**src/rtl/divider_16bit_seq.sv**
```systemverilog
// Iterative restoring divider for the execute stage.
// Unsigned and signed (two's-complement) divide/remainder with RISC-V
// DIV/DIVU/REM/REMU results, including divide-by-zero and overflow cases.
// One shift-and-subtract step per cycle. Latency is fixed: if start is
// accepted at edge k, valid rises just after edge k+WIDTH+1, so valid is high
// when edge k+WIDTH+2 samples it.
//
// Handshake: a request is taken on any rising edge where start & ready.
// ready is high in IDLE and DONE. valid is high only in DONE.
// quotient, remainder and the flags are registered. They change only on the
// SIGN->DONE edge or at reset, and hold until the next request is accepted.
// start is ignored while ready is low.
module divider_16bit_seq #(
    parameter int WIDTH = 16,
    parameter int CNT_W = $clog2(WIDTH) + 1
) (
    input  logic             clk,
    input  logic             rst_n,
    input  logic             start,
    input  logic             is_signed,
    input  logic [WIDTH-1:0] dividend,
    input  logic [WIDTH-1:0] divisor,
    output logic             ready,
    output logic             valid,
    output logic [WIDTH-1:0] quotient,
    output logic [WIDTH-1:0] remainder,
    output logic             div_by_zero,
    output logic             overflow,
    output logic [1:0]       dbg_state
);

    typedef enum logic [1:0] {
        S_IDLE = 2'd0,
        S_CALC = 2'd1,
        S_SIGN = 2'd2,
        S_DONE = 2'd3
    } state_t;

    localparam logic [WIDTH-1:0] MOST_NEG = {1'b1, {(WIDTH-1){1'b0}}};
    localparam logic [WIDTH-1:0] ALL_ONES = {WIDTH{1'b1}};
    localparam logic [CNT_W-1:0] CNT_LAST = CNT_W'(WIDTH - 1);

    state_t           state_q, state_d;
    logic [CNT_W-1:0] cnt_q, cnt_d;
    logic [WIDTH-1:0] rem_q, rem_d;          // partial remainder
    logic [WIDTH-1:0] dq_q, dq_d;            // dividend bits shifting out, quotient bits shifting in
    logic [WIDTH-1:0] dmag_q, dmag_d;        // divisor magnitude
    logic [WIDTH-1:0] dvd_raw_q, dvd_raw_d;  // original dividend, returned as the remainder on /0
    logic             q_neg_q, q_neg_d;
    logic             r_neg_q, r_neg_d;
    logic             dbz_pend_q, dbz_pend_d;
    logic             ovf_pend_q, ovf_pend_d;
    logic [WIDTH-1:0] quotient_q, quotient_d;
    logic [WIDTH-1:0] remainder_q, remainder_d;
    logic             div_by_zero_q, div_by_zero_d;
    logic             overflow_q, overflow_d;

    logic             accept;
    logic [WIDTH-1:0] dvd_mag, dvs_mag;
    logic [WIDTH:0]   rem_sh, dmag_ext, trial;
    logic [WIDTH+1:0] sub_sum;
    logic             no_borrow;
    logic [WIDTH-1:0] q_fix, r_fix;

    // Operand magnitudes at accept. Both are negated only for signed operands.
    // The most-negative value stays unchanged and is read as unsigned.
    always_comb begin
        dvd_mag = dividend;
        dvs_mag = divisor;
        if (is_signed && dividend[WIDTH-1]) dvd_mag = ~dividend + WIDTH'(1);
        if (is_signed && divisor[WIDTH-1])  dvs_mag = ~divisor + WIDTH'(1);
    end

    // One restoring step: shift {rem, dq} left, then compute rem - divisor
    // as A + ~B + 1 on WIDTH+1 bits. A carry out means the subtract did not borrow.
    always_comb begin
        rem_sh    = {rem_q, dq_q[WIDTH-1]};
        dmag_ext  = {1'b0, dmag_q};
        sub_sum   = {1'b0, rem_sh} + {1'b0, ~dmag_ext} + {{(WIDTH+1){1'b0}}, 1'b1};
        trial     = sub_sum[WIDTH:0];
        no_borrow = sub_sum[WIDTH+1];
    end

    // Apply the result signs to the unsigned quotient and remainder.
    always_comb begin
        q_fix = q_neg_q ? (~dq_q + WIDTH'(1)) : dq_q;
        r_fix = r_neg_q ? (~rem_q + WIDTH'(1)) : rem_q;
    end

    // Next-state logic, datapath updates and handshake outputs.
    always_comb begin
        state_d       = state_q;
        cnt_d         = cnt_q;
        rem_d         = rem_q;
        dq_d          = dq_q;
        dmag_d        = dmag_q;
        dvd_raw_d     = dvd_raw_q;
        q_neg_d       = q_neg_q;
        r_neg_d       = r_neg_q;
        dbz_pend_d    = dbz_pend_q;
        ovf_pend_d    = ovf_pend_q;
        quotient_d    = quotient_q;
        remainder_d   = remainder_q;
        div_by_zero_d = div_by_zero_q;
        overflow_d    = overflow_q;
        ready         = (state_q == S_IDLE) || (state_q == S_DONE);
        valid         = (state_q == S_DONE);
        accept        = start && ready;

        case (state_q)
            S_IDLE, S_DONE: begin
                if (accept) begin
                    state_d    = S_CALC;
                    cnt_d      = '0;
                    rem_d      = '0;
                    dq_d       = dvd_mag;
                    dmag_d     = dvs_mag;
                    dvd_raw_d  = dividend;
                    q_neg_d    = is_signed && (dividend[WIDTH-1] ^ divisor[WIDTH-1]);
                    r_neg_d    = is_signed && dividend[WIDTH-1];
                    dbz_pend_d = (divisor == '0);
                    ovf_pend_d = is_signed && (dividend == MOST_NEG) && (divisor == ALL_ONES);
                end
            end
            S_CALC: begin
                rem_d = no_borrow ? trial[WIDTH-1:0] : rem_sh[WIDTH-1:0];
                dq_d  = {dq_q[WIDTH-2:0], no_borrow};
                cnt_d = cnt_q + CNT_W'(1);
                if (cnt_q == CNT_LAST) state_d = S_SIGN;
            end
            S_SIGN: begin
                state_d = S_DONE;
                if (dbz_pend_q) begin
                    quotient_d    = ALL_ONES;
                    remainder_d   = dvd_raw_q;
                    div_by_zero_d = 1'b1;
                    overflow_d    = 1'b0;
                end else if (ovf_pend_q) begin
                    quotient_d    = MOST_NEG;
                    remainder_d   = '0;
                    div_by_zero_d = 1'b0;
                    overflow_d    = 1'b1;
                end else begin
                    quotient_d    = q_fix;
                    remainder_d   = r_fix;
                    div_by_zero_d = 1'b0;
                    overflow_d    = 1'b0;
                end
            end
            default: state_d = S_IDLE;
        endcase
    end

    // State and datapath registers. Reset discards any operation in flight.
    always_ff @(posedge clk) begin
        if (!rst_n) begin
            state_q       <= S_IDLE;
            cnt_q         <= '0;
            rem_q         <= '0;
            dq_q          <= '0;
            dmag_q        <= '0;
            dvd_raw_q     <= '0;
            q_neg_q       <= 1'b0;
            r_neg_q       <= 1'b0;
            dbz_pend_q    <= 1'b0;
            ovf_pend_q    <= 1'b0;
            quotient_q    <= '0;
            remainder_q   <= '0;
            div_by_zero_q <= 1'b0;
            overflow_q    <= 1'b0;
        end else begin
            state_q       <= state_d;
            cnt_q         <= cnt_d;
            rem_q         <= rem_d;
            dq_q          <= dq_d;
            dmag_q        <= dmag_d;
            dvd_raw_q     <= dvd_raw_d;
            q_neg_q       <= q_neg_d;
            r_neg_q       <= r_neg_d;
            dbz_pend_q    <= dbz_pend_d;
            ovf_pend_q    <= ovf_pend_d;
            quotient_q    <= quotient_d;
            remainder_q   <= remainder_d;
            div_by_zero_q <= div_by_zero_d;
            overflow_q    <= overflow_d;
        end
    end

    assign quotient    = quotient_q;
    assign remainder   = remainder_q;
    assign div_by_zero = div_by_zero_q;
    assign overflow    = overflow_q;
    assign dbg_state   = state_q;

endmodule

```
**config.mk**
```make
export PLATFORM = sky130hd
export DESIGN_NAME = divider_16bit_seq
export DESIGN_NICKNAME = d
export VERILOG_FILES = /design/src/rtl/divider_16bit_seq.sv
export SDC_FILE = /design/constraint.sdc
export NUM_CORES = 1
export LEC_CHECK = 0
export ABC_AREA = 1
export ABC_CLOCK_PERIOD_IN_PS = 4000
export BUFFER_PORTS_ARGS = -buffer_cell sky130_fd_sc_hd__buf_2
export CAP_MARGIN = 20
export CELL_PAD_IN_SITES_DETAIL_PLACEMENT = 0
export CELL_PAD_IN_SITES_GLOBAL_PLACEMENT = 1
export CORE_ASPECT_RATIO = 1.75
export CORE_MARGIN = 1.5
export CORE_UTILIZATION = 45
export DETAILED_ROUTE_END_ITERATION = 7
export MAX_ROUTING_LAYER = met4
export PLACE_DENSITY_LB_ADDON = 0.1
export SLEW_MARGIN = 20
export SYNTH_ARGS = -nofsm -noshare
export SYNTH_HDL_FRONTEND = slang
export SYNTH_SLANG_ARGS = --single-unit
```
**constraint.sdc**
```tcl
create_clock -name clk -period 4 [get_ports clk]
set_input_delay 0.4 -clock clk [delete_from_list [all_inputs] [get_ports clk]]
set_output_delay 0.4 -clock clk [all_outputs]
set_load 0.02 [all_outputs]
```
==> impl_metrics.ini, run 1 <==
[synthesis]
synthArstFlopShare_pct = 0
syn_area_um2 = 7030
synthFlopType = dfxtp_1
yosys.area.top_type = dfxtp_1
ys_ff_latch = 109
synth.most_common_cell = nand2_1
yosys-top-cells-count = 252 x nand2_1, 149 x inv_1, 134 x a21oi_1, 109 x dfxtp_1, 99 x nand3_1
synth_warnings = 0
ys_seq_area_share_pct = 31.0
yosys-top-cells-area = dfxtp_1 31%, nand2_1 13%, a21oi_1 9.5%
synth_top_cell_area_share_pct = 31.0
synth.distinct_cells = 45
synth_edf_count = 0
syn_inst = 1109
syn_avg_cell_area_um2 = 6.34
synth_fp_nets = 1173

[finish]
drive_above_1_share_pct = 11.8
syn_to_final_growth_pct = 10.4
antenna_cells = 0
design_area_um2 = 7760
fin_nets = 1221
fillers = 1736

[global_route]
grt_pass1_vias = 7159
gr-total-overflow = 0
busiest_layer = met2
grt_max_degree = 45
grt_usage_pct = 28.9
grtUsageMet3_pct = 2.37
antenna_found_initial = 0
met2_usage_pct = 56.3
gr-usage-met1_pct = 28.6
grt_pass1_wl_mm = 36.4

[route]
drtAntennaViolNets = 0
viasPerCell = 5.40
wire_per_inst_um = 16.7
drt-initial-drc-count = 363
vias = 7279
drt_wl_total_mm = 22.5
first_pass_iters = 5
drcViolationCount = 0

[clock_network]
cts.sinks = 109
cts_setup_buffers = 0
hold_buffers = 0
cts_root_buf = clkbuf_16
clkTransAtPathRegs_ns = 0.08
cts_max_level = 3
clockBufferDepth = 2
tritoncts = built
numCtsBuffers = 9
worstSkewPairLatency_ns = 0.35
post_cts_resized = 0

[timing]
finClkSkew_ns = 0.00948
max_slew_margin_pct = 42.9
setup_tns_ns = 0
tightest_slew_ns = 0.855
finalCritPeriodShare_pct = 67.0
max_freq_mhz = 373
slew_viol_final = 0
setup_viol = 0
hold_viol = 0
post-route-min-period_ns = 2.68
rsz0062_at_grt = false

[worst_setup_path]
crit_type = reg -> reg
ff2ff_path_depth = 7
start_kind = flip-flop
cp.arrival_ns = 2.89
r2r-start = dbg_state[0]
r2r_slack_ns = 1.32
critPathCaptureType = flip-flop
reg2reg_to = dq_q[1]
required_ns = 4.21
crit_fanout = 40

[min_path]
hold_depth = 3
hold_path_class = in -> reg
hold_end = dvd_raw_q[6]
hold_path_startpoint = dividend[6]

[placed_design]
gp_congestion = 0.873
detailed_place.area_um2 = 7480
placement.io_buffers = 73
hpwl_mm = 17.7

[power]
leakagePower_nw = 3.64
powerDensity_nw_per_um2 = 915
power.ir.vdd_worst_mv = 0.436
p_total_w = 0.00710

[flow_run]
max_cap_viol_count = 0

[floorplanning]
die_h_um = 168
start_util_pct = 45.9
core_um2 = 15300
rows = 60
ios = 74
dieWidth_um = 97.5
fp.dieArea_um2 = 16400

[outcome]
status = finished clean
flip-flops by register name, indices dropped and copies added (netlist names), 2 cells and up:
register   flops
dbg_state      2
dq_q          16
remainder     16
dvd_raw_q     16
cnt_q          5
dmag_q        16
quotient      16
rem_q         16
metrics by stage:
stage / utilization (%) / hold WS [ns] / instances / setup WS, ns
after global placement: 48.9 / 0.451 / 1332 / 1.42
after global routing: 50.7 / 0.350 / 1347 / 1.05
after detailed placement: 48.9 / 0.458 / 1332 / 1.34
after CTS: 50.7 / 0.335 / 1347 / 1.33
after floorplan: - / 0.425 / 1109 / 1.96
final: 50.7 / 0.342 / 1347 / 1.32
per-layer routing:
metal	vias up	part of all wire, %
met2	126	56
met5	-	0
li1	3744	-
met4	0	4.3
met1	3356	38
met3	53	2.0
worst max path at each step:
stage                            start  cells after the start       to  slack (ns)
after floorplan           dbg_state[0]                      8  dq_q[1]        1.96
after global placement    dbg_state[0]                      7  dq_q[1]        1.42
after detailed placement  dbg_state[0]                      7  dq_q[1]        1.34
after CTS                 dbg_state[0]                      7  dq_q[1]        1.33
after global routing      dbg_state[0]                      7  dq_q[1]        1.05
final                     dbg_state[0]                      7  dq_q[1]        1.32
worst max-delay path, cell delays in order, from the launching register on:
cell	delay, ns
dfxtp_1	0.40
inv_1	0.08
ha_1	0.39
nand2_1	0.36
o21ai_2	0.39
inv_2	0.46
a221oi_1	0.38
nor2_1	0.06
power breakdown:
part           internal [W]  total, W  switching [W]
sequential          0.00143   0.00177       0.000342
clock              0.000431  0.000870       0.000439
combinational       0.00145   0.00446        0.00300
cell usage in the layout, fill, tap and decap left out, types with 15 or more instances in the layout:
cell type and count:
nand2_1 252, inv_1 149, a21oi_1 134, dfxtp_1 109, nand3_1 99, nor2_1 85
o21ai_0 78, buf_2 73, ha_1 27, o211ai_1 17, nand2_2 15
kinds of logic after synthesis:
family                   count (synthesis)  synth area share (%)
buffers and inverters                  200                  11.1
adder cells (fa/ha/maj)                 28                  5.09
flip-flops                             109                  31.0
XOR/XNOR                                 9                  1.12
AND/OR/NAND/NOR                        502                  31.3
AO/OA/AOI/OAI                          261                  20.3
final cells by class:
type / instances / area (µm²) / share of cell area, %
Multi-Input combinational cell: 800 / 4070 / 52.4
Sequential cell: 109 / 2180 / 28.1
Inverter: 158 / 593 / 7.64
Timing Repair Buffer: 79 / 410 / 5.29
Tap cell: 186 / 233 / 3.00
Clock buffer: 10 / 229 / 2.95
Clock inverter: 5 / 45.0 / 0.581
Note: power is estimated with default switching activity, not from simulation.
==> inputs of run 2 (changes only) <==
ABC_CLOCK_PERIOD_IN_PS = 2500   (was 4000)
CORE_UTILIZATION = 42   (was 45)
clock period = 2.5 ns   (was 4 ns; I/O delays follow)
==> run 2 against run 1 <==
Net effect: count of clock-buffer cells in the layout increased by 1; clock power rose by 90%; die area grew 7.0%; critical path type unchanged; largest cell class unchanged; first-iteration DRC count fell by 15%; combinational power is 69% higher; power grew 68%.
==> impl_metrics.ini, run 2 (same netlist as run 1, synthesis figures left out) <==
[outcome]
status = finished clean

[worst_setup_path]
required_ns = 2.74
cp.arrival_ns = 2.46
start_kind = flip-flop
slowest_delay_ns = 0.45
cpMostUsedCell = nand2_1
critPathCaptureType = flip-flop
crit_fanout = 4
cp_cell_sequence = inv_1 > ha_1 > inv_1 > fa_1 > nand3_1 > nand3_1 > nand2_1 > nand2_1 > nand2_1 > nand2_1 > nand2_1 > nand3_1 > nand2_1 > a21oi_1
crit_type = reg -> reg
slowest_stage = fa_1

[route]
drtAntennaViolNets = 0
viasPerCell = 5.25
drcViolationCount = 0
vias = 7358
wire_per_inst_um = 16.8
first_pass_iters = 4
drt_wl_total_mm = 23.6
drt-initial-drc-count = 310

[finish]
seq_area_um2 = 2180
fillers = 1794
final_cell_mix = 252 x nand2_1, 149 x inv_1, 134 x a21oi_1
fin_util_pct = 48.9
design_area_um2 = 8010
syn_to_final_growth_pct = 13.9
final_common_cell = nand2_1
drive_above_1_share_pct = 13.2
multi_input_area_um2 = 4070
fin_nets = 1237
antenna_cells = 0

[clock_network]
tritoncts = built
hold_buffers = 0
cts.sinks = 109
clockBufferDepth = 2
clkTransAtPathRegs_ns = 0.08
numCtsBuffers = 9
post_cts_resized = 0
cts_setup_buffers = 0
worstSkewPairLatency_ns = 0.35
cts_root_buf = clkbuf_16
cts_max_level = 3

[power]
leakagePower_nw = 3.76
p_total_w = 0.0119
powerDensity_nw_per_um2 = 1490
power.ir.vdd_worst_mv = 1.15

[floorplanning]
rows = 62
die_h_um = 174
start_util_pct = 42.9
fp.dieArea_um2 = 17500
dieWidth_um = 101
ios = 74
core_um2 = 16400

[timing]
slew_viol_final = 0
hold_viol = 0
finClkSkew_ns = 0.0142
post-route-min-period_ns = 2.22
max_freq_mhz = 451
finalCritPeriodShare_pct = 88.6
tightest_slew_ns = 0.803
setup_viol = 0
setup_tns_ns = 0
max_slew_margin_pct = 46.5
rsz0062_at_grt = false

[min_path]
hold_path_class = in -> reg

[placed_design]
placement.io_buffers = 73
detailed_place.area_um2 = 7660
gp_congestion = 0.918
hpwl_mm = 18.4

[global_route]
grt_pass1_vias = 7220
antenna_found_initial = 0
gr-total-overflow = 0
grt_pass1_wl_mm = 37.5
grt_max_degree = 53
grt_usage_pct = 28.7

[flow_run]
max_cap_viol_count = 0
[run 2: cell types whose count changed in the layout (fill, tap and decap cells not counted), sizes merged]
cell,change
clkbuf,+1
clkinvlp,-1
inv,-1
buf,+16
bufinv,+2
[run 2: path summary, 6_finish.rpt]
| path | start | endpoint | slack [ns] | depth (start not counted) |
|---|---|---|---|---|
| max | dq_q[15] | rem_q[14] | 0.28 | 14 |
| min reg2reg | dvd_raw_q[13] | dvd_raw_q[13] | 0.46 | 2 |
| min | dividend[6] | dvd_raw_q[6] | 0.18 | 3 |
| max reg2reg | dq_q[15] | rem_q[14] | 0.28 | 14 |
[run 2: per-layer routing]
metal  routed length [µm]  up-vias  track usage [%]  part of all wire [%]
met5                    0        -                -                     0
met4                 1460        0             16.0                   6.2
met3                  543       55             2.45                   2.3
met2                12900      139             52.9                    55
met1                 8690     3395             28.9                    37
li1                     -     3769                -                     -
[run 2: power breakdown]
part	internal [W]	switching, W	total [W]	leakage [nW]
Combinational	0.00250	0.00504	0.00753	2.70
Clock	0.000947	0.000703	0.00165	0.168
Sequential	0.00228	0.000481	0.00276	0.890
[run 2: final cells by class]
cell class                 instances  share of cell area [%]
multi-input combinational        800                    50.8
clock buffer                      11                    3.16
timing repair buffer              95                    6.78
inverter                         158                    7.41
tap                              224                    3.50
clock inverter                     5                    1.11
sequential                       109                    27.3
[run 2: metrics by stage]
step	hold WS, ns	worst slack (ns)	cells
5_1_grt	0.188	0.116	1402
3_5_place_dp	0.446	0.261	1386
6_report	0.179	0.284	1402
2_1_floorplan	0.398	0.457	1109
4_1_cts	0.165	0.267	1402
3_3_place_gp	0.439	0.264	1386
[run 2: critical path: cells and delay by family, from the launching register on]
kind                       cells  cell delay [ns]
adders and majority gates      2             0.61
AOI/OAI and AO/OA              1             0.05
buffers and inverters          2             0.23
and+or+nand+nor                9             0.88
DFF                            1             0.34
==> inputs of run 3 (changes only) <==
CORE_MARGIN = 2   (was 1.5)
==> run 3 against run 2 <==
Net effect: maximum frequency increased by 0.18%; sequential share of layout area increased by 0.14 points; design area shrank 0.50%; combinational power hardly changed; highest routed layer unchanged; critical path depth unchanged; die area grew 1.6%; clock skew shrank 0.0054 ns; largest cell class unchanged; utilization decreased by 0.24 points; largest power group unchanged.
==> impl_metrics.ini, run 3 (same netlist as run 1, synthesis figures left out) <==
[outcome]
status = finished clean

[flow_run]
max_cap_viol_count = 0

[power]
powerDensity_nw_per_um2 = 1480
leakagePower_nw = 3.73
power.share.sequential_pct = 23.8
p_clk_share_pct = 12.6
p_total_w = 0.0118
p_switching_w = 0.00623
power.ir.vdd_worst_mv = 1.05
p_comb_share_pct = 63.6
p_int_w = 0.00558
swShare_pct = 52.8

[timing]
finalCritPeriodShare_pct = 88.5
hold_viol = 0
slew_viol_final = 0
post-route-min-period_ns = 2.21
max_freq_mhz = 452
rsz0062_at_grt = false
max_slew_margin_pct = 45.4
finClkSkew_ns = 0.00882
setup_viol = 0
tightest_slew_ns = 0.818
setup_tns_ns = 0

[clock_network]
cts_max_level = 3
clkTransAtPathRegs_ns = 0.08
hold_buffers = 0
clockBufferDepth = 2
numCtsBuffers = 9
tritoncts = built
cts_setup_buffers = 0
cts.sinks = 109
worstSkewPairLatency_ns = 0.36
cts_root_buf = clkbuf_16
post_cts_resized = 0

[worst_setup_path]
cp.arrival_ns = 2.44
critPathCaptureType = flip-flop
crit_fanout = 4
required_ns = 2.72
crit_type = reg -> reg
start_kind = flip-flop

[placed_design]
hpwl_mm = 18.5
gp_congestion = 0.906
placement.io_buffers = 73

[global_route]
grt_pass1_wl_mm = 37.6
grt_pass1_vias = 7258
gr-total-overflow = 0
grt_max_degree = 41
grt_usage_pct = 28.4
antenna_found_initial = 0

[floorplanning]
ios = 74
fp.dieArea_um2 = 17800
rows = 62
start_util_pct = 42.9
die_h_um = 175
core_um2 = 16400
dieWidth_um = 102

[route]
viasPerCell = 5.24
first_pass_iters = 5
vias = 7353
drt_wl_total_mm = 23.8
drtAntennaViolNets = 0
drcViolationCount = 0
drt-initial-drc-count = 282
wire_per_inst_um = 17.0

[finish]
antenna_cells = 0
syn_to_final_growth_pct = 13.4
fin_nets = 1237
fin_util_pct = 48.7
final_cell_mix = 252 x nand2_1, 149 x inv_1, 134 x a21oi_1
drive_above_1_share_pct = 13.2
final_common_cell = nand2_1

[min_path]
hold_path_class = in -> reg
-- run 3: changes by cell type in the layout (fill, tap and decap cells not counted) --
| cell | before | now |
|---|---|---|
| bufinv_16 | 2 | 1 |
| clkbuf_8 | 2 | 1 |
| clkinv_2 | 0 | 2 |
| clkinv_4 | 1 | 0 |
| clkinvlp_4 | 0 | 3 |
| inv_6 | 1 | 0 |
| inv_8 | 1 | 0 |
-- run 3: final timing paths --
| path | from | end | slack [ns] | cells past startpoint |
|---|---|---|---|---|
| hold / removal | dividend[6] | dvd_raw_q[6] | 0.18 | 3 |
| setup / recovery | dq_q[15] | rem_q[14] | 0.29 | 14 |
| hold reg to reg | dvd_raw_q[13] | dvd_raw_q[13] | 0.45 | 2 |
| setup reg to reg | dq_q[15] | rem_q[14] | 0.29 | 14 |
-- run 3: routing by layer --
| layer | part of all wire, % | track usage, % | wire length [µm] | vias up |
|---|---|---|---|---|
| met2 | 55 | 51.8 | 13000 | 138 |
| met3 | 2.5 | 2.24 | 596 | 53 |
| li1 | - | - | - | 3773 |
| met1 | 38 | 29.3 | 8930 | 3389 |
| met4 | 5.4 | 14.9 | 1280 | 0 |
| met5 | 0 | - | 0 | - |
-- run 3: critical path: stages (launching register included) --
cell and delay (ns):
dfxtp_1 0.36, inv_1 0.11, ha_1 0.15, inv_1 0.11, fa_1 0.45, nand3_1 0.11
nand3_1 0.17, nand2_1 0.10, nand2_1 0.08, nand2_1 0.12, nand2_1 0.06, nand2_1 0.06
nand3_1 0.06, nand2_1 0.08, a21oi_1 0.05
-- run 3: final cells by class --
cell class / count / area (µm²)
clock inverters: 6 / 62.6
well taps: 224 / 280
multi-input cells: 800 / 4070
flip-flops and latches: 109 / 2180
clock buffers: 10 / 239
repair buffers: 95 / 543
fillers: 1788 / 8400
inverters: 158 / 593
-- run 3: through the flow --
step | instance area [µm²] | cells | hold slack [ns] | worst slack (ns)
final | 7970 | 1402 | 0.179 | 0.288
after global routing | 7970 | 1402 | 0.200 | 0.104
after CTS | 7970 | 1402 | 0.173 | 0.291
after detailed placement | 7660 | 1386 | 0.446 | 0.305
after global placement | 7660 | 1386 | 0.441 | 0.316
after floorplan | 7030 | 1109 | 0.398 | 0.457
-- run 3: power by group through the flow --
stage | clock network (W) | registers [W] | logic [W]
detailed placement | 0 | 0.00284 | 0.00750
finish | 0.00149 | 0.00281 | 0.00750
global route | 0.00158 | 0.00288 | 0.00846
floorplan | 0 | 0.00279 | 0.00552
CTS | 0.00151 | 0.00281 | 0.00754
global placement | 0 | 0.00285 | 0.00751
